$ cat src/rtl/booth_pp_gen_if.sv
// booth_pp_gen_if: operand-in / partial-product-out handshake bundle.
// master drives a_i, b_i, in_valid, out_ready; slave drives the rest.
interface booth_pp_gen_if #(
  parameter int NA = 12,
  parameter int NB = 12
);
  localparam int NPP = NB / 2;

  logic [NA-1:0]        a_i;
  logic [NB-1:0]        b_i;
  logic                 in_valid;
  logic                 in_ready;
  logic [NPP-1:0][NA:0] pp_o;
  logic [NPP-1:0]       neg_o;
  logic                 out_valid;
  logic                 out_ready;

  modport master (
    output a_i,
    output b_i,
    output in_valid,
    output out_ready,
    input  in_ready,
    input  pp_o,
    input  neg_o,
    input  out_valid
  );

  modport slave (
    input  a_i,
    input  b_i,
    input  in_valid,
    input  out_ready,
    output in_ready,
    output pp_o,
    output neg_o,
    output out_valid
  );
endinterface

$ cat src/rtl/booth_pp_gen.sv
// booth_pp_gen: radix-4 Booth recoder + partial-product generator, 2-stage valid/ready.
// Ports: clk, rst (async active-low), bus (slave): a_i,b_i,in_valid,in_ready,pp_o,neg_o,out_valid,out_ready.
module booth_pp_gen #(
  parameter int NA = 12,
  parameter int NB = 12
) (
  input  logic           clk,
  input  logic           rst,
  booth_pp_gen_if.slave  bus
);
  localparam int NPP = NB / 2;

  typedef struct packed {
    logic [NA-1:0]  a;
    logic [NPP-1:0] one;
    logic [NPP-1:0] two;
    logic [NPP-1:0] neg;
  } s1_t;

  logic                 s1_valid_q;
  logic                 s1_valid_d;
  s1_t                  s1_q;
  s1_t                  s1_d;
  s1_t                  rec;

  logic                 s2_valid_q;
  logic                 s2_valid_d;
  logic [NPP-1:0][NA:0] pp_q;
  logic [NPP-1:0][NA:0] pp_d;
  logic [NPP-1:0][NA:0] pp_new;
  logic [NPP-1:0]       neg_q;
  logic [NPP-1:0]       neg_d;

  logic                 s1_adv;
  logic                 s2_adv;
  logic [NB:0]          b_ext;

  // b[-1] = 0 appended below bit 0
  assign b_ext = {bus.b_i, 1'b0};

  always_comb begin
    rec   = '0;
    rec.a = bus.a_i;
    for (int i = 0; i < NPP; i++) begin
      unique case (b_ext[2*i +: 3])
        3'b001, 3'b010: rec.one[i] = 1'b1;
        3'b011:         rec.two[i] = 1'b1;
        3'b100: begin
          rec.two[i] = 1'b1;
          rec.neg[i] = 1'b1;
        end
        3'b101, 3'b110: begin
          rec.one[i] = 1'b1;
          rec.neg[i] = 1'b1;
        end
        default: ;
      endcase
    end
  end

  // One's complement here; the +1 travels separately on neg_o so that
  // -2 * (-2^(NA-1)) still fits in NA+1 bits.
  always_comb begin
    pp_new = '0;
    for (int i = 0; i < NPP; i++) begin
      pp_new[i] = (s1_q.one[i] ? {s1_q.a[NA-1], s1_q.a} :
                   s1_q.two[i] ? {s1_q.a, 1'b0} :
                   {(NA+1){1'b0}}) ^ {(NA+1){s1_q.neg[i]}};
    end
  end

  assign s2_adv = !s2_valid_q || bus.out_ready;
  assign s1_adv = !s1_valid_q || s2_adv;

  always_comb begin
    s1_valid_d = s1_valid_q;
    s1_d       = s1_q;
    s2_valid_d = s2_valid_q;
    pp_d       = pp_q;
    neg_d      = neg_q;
    if (s1_adv) begin
      s1_valid_d = bus.in_valid;
      if (bus.in_valid) begin
        s1_d = rec;
      end
    end
    if (s2_adv) begin
      s2_valid_d = s1_valid_q;
      if (s1_valid_q) begin
        pp_d  = pp_new;
        neg_d = s1_q.neg;
      end
    end
  end

  always_ff @(posedge clk or negedge rst) begin
    if (!rst) begin
      s1_valid_q <= 1'b0;
      s1_q       <= '0;
      s2_valid_q <= 1'b0;
      pp_q       <= '0;
      neg_q      <= '0;
    end else begin
      s1_valid_q <= s1_valid_d;
      s1_q       <= s1_d;
      s2_valid_q <= s2_valid_d;
      pp_q       <= pp_d;
      neg_q      <= neg_d;
    end
  end

  assign bus.in_ready  = s1_adv;
  assign bus.out_valid = s2_valid_q;
  assign bus.pp_o      = pp_q;
  assign bus.neg_o     = neg_q;
endmodule

$ cat src/flat_wrapper.sv
// flat-port wrapper written by rule: the top's interface ports become plain ports
module booth_pp_gen_flat 
#(
  parameter int NA = 12,
  parameter int NB = 12
)
  (clk, rst, bus_a_i, bus_b_i, bus_in_valid, bus_out_ready, bus_in_ready, bus_pp_o, bus_neg_o, bus_out_valid);
  booth_pp_gen_if #(.NA(NA), .NB(NB)) bus_i ();
  input  logic clk;
  input  logic rst;
  input wire logic [$bits(bus_i.a_i)-1:0] bus_a_i;
  input wire logic [$bits(bus_i.b_i)-1:0] bus_b_i;
  input wire logic [$bits(bus_i.in_valid)-1:0] bus_in_valid;
  input wire logic [$bits(bus_i.out_ready)-1:0] bus_out_ready;
  output wire logic [$bits(bus_i.in_ready)-1:0] bus_in_ready;
  output wire logic [$bits(bus_i.pp_o)-1:0] bus_pp_o;
  output wire logic [$bits(bus_i.neg_o)-1:0] bus_neg_o;
  output wire logic [$bits(bus_i.out_valid)-1:0] bus_out_valid;
  assign bus_i.a_i = bus_a_i;
  assign bus_i.b_i = bus_b_i;
  assign bus_i.in_valid = bus_in_valid;
  assign bus_i.out_ready = bus_out_ready;
  assign bus_in_ready = bus_i.in_ready;
  assign bus_pp_o = bus_i.pp_o;
  assign bus_neg_o = bus_i.neg_o;
  assign bus_out_valid = bus_i.out_valid;
  booth_pp_gen #(.NA(NA), .NB(NB)) u_core (.clk(clk), .rst(rst), .bus(bus_i));
endmodule
$ cat config.mk
export PLATFORM = sky130hd
export DESIGN_NAME = booth_pp_gen_flat
export DESIGN_NICKNAME = d
export VERILOG_FILES = /design/src/rtl/booth_pp_gen_if.sv /design/src/rtl/booth_pp_gen.sv /design/src/flat_wrapper.sv
export SDC_FILE = /design/constraint.sdc
export NUM_CORES = 1
export LEC_CHECK = 0
export CORE_ASPECT_RATIO = 0.7
export CORE_MARGIN = 4
export CORE_UTILIZATION = 54
export DETAILED_ROUTE_END_ITERATION = 6
export PLACE_DENSITY = 0.83
export SETUP_SLACK_MARGIN = 0.2
export SLEW_MARGIN = 10
export SYNTH_ARGS = -nofsm -noshare
export SYNTH_HDL_FRONTEND = slang
export SYNTH_SLANG_ARGS = --single-unit
$ cat constraint.sdc
create_clock -name clk -period 1.9 [get_ports clk]
set_clock_uncertainty 0.15 [all_clocks]
set_input_delay 0.38 -clock clk [delete_from_list [all_inputs] [get_ports clk]]
set_output_delay 0.38 -clock clk [all_outputs]
set_load 0.1 [all_outputs]
==> run metrics <==
status finished clean; Slew HR 58.43%; largest net degree at the start of global routing 53; Worst path slowest cell dfrtp_2; Pwr per Cell Area ~1700 mW/mm²; nets 837; CTS tree done; r2r setup slk approximately 0.15 ns; count of different cell masters after synthesis 32; Area Overhead vs Synth 45.36%; flops & latches, synth between 100 and 150; row count 33; worst min path class in -> async; endpoints failing setup 0; Overall Power approximately 17 mW; type of origin of the critical path flip-flop; # IOs between 100 and 150; vias in the first global route about 6700; die area ~0.014 mm²; n_diodes 0; RSZ-0062 raised after global routing true; Crit. End Element output pin; Seq/Total Area, Yosys about 43%; synth warn 0; Routed WL per cell between 20 and 25 µm; Core ar. between 0.01 and 0.015 mm²; Seq. cell area ~0.003 mm²; detailed placement HPWL around 14000 µm; Reg clk slew, reported paths 0.06 ns; DIE WIDTH around 140 µm; Final Max Tran Viols 0; crit path time final 1.835 ns; port bufs roughly 110; post-synth top area share 42.71%; cells after synthesis 701; Critical Path AT ~1.3 ns; Fin. Hold Viols 0; max-cap violations 0; Via density roughly 7; drt first pass iters 6; Sink Count about 120; crit-path cells nand3b_4 > buf_6 > buf_12; Filler cells slightly above 600; Routed WL roughly 24000 µm; initial antenna violation count 0; kind of critical path reg -> out; Detailed Route Iter0 Violations approximately 1200; CTS H-tree lvls 4; max frequency about 0.54 GHz; layout cells sized above 1 between 20 and 30%; Leakage roughly 4 nW; CP peak stage delay ~0.48 ns; # DRC 0; crit share post-route 96.60%; syn nets 733; number of synthesized flops with an enable pin 0; Required @ worst endpoint approximately 1.4 ns; Total GRT Usage 31.37%; Yosys top cell by area dfrtp_1; peak supply drop between 0.001 and 0.0015 V; routability congestion estimate approximately 0.84; top-count cell post-synth nand2_1; WHS 0.2578 ns; Die Y 101.9 µm; multi-input logic area around 0.0036 mm²; largest fanout on the critical path 5; CTS Root Cell clkbuf_16; Slew @ Worst Pin 0.6235 ns; Post-Syn Area between 0.006 and 0.007 mm²; antenna-violating nets left 0; ys async rst share 100.0%; via count 6801; GRT Residual Overflow 0; Starting Density 56.57%; top cells by count, synth 122 x nand2_1, 116 x dfrtp_1, 70 x nand3b_1; ys flop type dfrtp_1; Clock Latency Late Sink 0.42 ns; post-synthesis area per instance just under 10 µm²; total CTS buffers 17; Max clock buf depth 2; first-pass GRT wire length about 36000 µm; top cells by area, synth dfrtp_1 43%, nand3b_1 7.7%, a2111o_1 7.3%, nand2_1 6.7%, o211ai_1 4.9%
-- final cells by class --
type                    instances  share of cell area [%]
clock buffers                  21                   4.661
repair buffers                164                   25.58
clock inverters                11                   1.342
inverters                       3                  0.1393
multi-input cells             503                   36.51
well taps                     157                   1.988
flip-flops and latches        116                   29.77
-- placed cells by master, fill, tap and decap left out, types with 14 or more instances in the layout --
| cell | Yosys | layout |
|---|---|---|
| a2111o_1 | 44 | 44 |
| a2111oi_1 | 0 | 14 |
| a21boi_0 | 25 | 25 |
| a21oi_1 | 26 | 26 |
| a311o_1 | 22 | 22 |
| buf_12 | 0 | 96 |
| buf_4 | 5 | 37 |
| clkbuf_16 | 0 | 18 |
| clkdlybuf4s50_1 | 0 | 25 |
| dfrtp_1 | 116 | 95 |
| dfrtp_2 | 0 | 16 |
| mux2_2 | 21 | 19 |
| nand2_1 | 122 | 121 |
| nand3b_1 | 70 | 70 |
| o211ai_1 | 44 | 44 |
| o21ai_0 | 51 | 41 |
| o21ai_1 | 7 | 16 |
| xor2_1 | 16 | 16 |
-- stage by stage --
stage | utilization [%] | setup TNS, ns | instance area [µm²] | cells | worst slack (ns)
4_1_cts | 81.16 | 0 | 9752 | 970 | 0.05590
6_report | 82.22 | 0 | 9879 | 975 | 0.06458
5_1_grt | 82.22 | 0 | 9879 | 975 | 0.03822
3_3_place_gp | 75.84 | -7.380 | 9112 | 936 | -0.1419
2_1_floorplan | - | -1.715 | 6913 | 701 | -0.1050
3_5_place_dp | 75.84 | -9.716 | 9112 | 936 | -0.2132
-- flip-flops by register name, indices dropped and copies added, names as in the netlist --
| signal | count |
|---|---|
| u_core.bus.neg_o | 6 |
| u_core.bus.out_valid | 1 |
| u_core.bus.pp_o | 78 |
| u_core.s1_q | 30 |
| u_core.s1_valid_q | 1 |
-- routing by layer --
layer | GRT usage (%) | share of wire, % | vias to the layer above | wire length [µm]
met4 | 17.40 | 4.6 | 0 | 1102
li1 | - | - | 2863 | -
met2 | 48.79 | 47 | 534 | 11260
met3 | 6.642 | 12 | 117 | 2774
met1 | 41.42 | 37 | 3287 | 8929
met5 | 0 | 0 | - | 0
-- power by group --
group          total [mW]  switching (mW)  internal (mW)
clock network        3.30            1.19           2.11
logic                8.94            5.71           3.23
registers            4.46            1.30           3.16
-- final timing paths --
path / startpoint / endpoint / cells after the start
worst max register to register: u_core.bus.out_valid / u_core.bus.pp_o[49] / 5
min in group clk: bus_a_i[2] / u_core.s1_q[20] / 2
worst max-delay path: u_core.s1_valid_q / bus_in_ready / 3
max in group asynchronous: rst / u_core.s1_q[15] / 3
worst min register to register: u_core.bus.pp_o[21] / u_core.bus.pp_o[21] / 2
worst min-delay path: rst / u_core.s1_q[21] / 2
-- critical path, delay by kind of cell (launching register included) --
| kind | cells | cell delay [ns] |
|---|---|---|
| buffers and inverters | 2 | 0.29 |
| DFF | 1 | 0.48 |
| and+or+nand+nor | 1 | 0.12 |
-- cells by family (layout without fill, tap and decap cells) --
kind of cell	after synthesis	count (layout)	share of synthesized area [%]
simple gates	208	208	15.94
fa+ha+maj	4	4	0.7364
compound gates	243	243	27.39
xor+xnor	16	16	2.062
buf+inv	82	199	5.872
mux	32	32	5.284
flops	116	116	42.71
-- timing repair --
item / CTS / global route
buffers inserted: 1 / 4
pin swaps: 0 / 2
setup endpoints to repair: 43 / 52
hold buffers: 1 / 0
hold endpoints to repair: 21 / 0
gates cloned: 0 / 1
resized for setup: 20 / 22
Note: power is estimated with default switching activity, not from simulation.
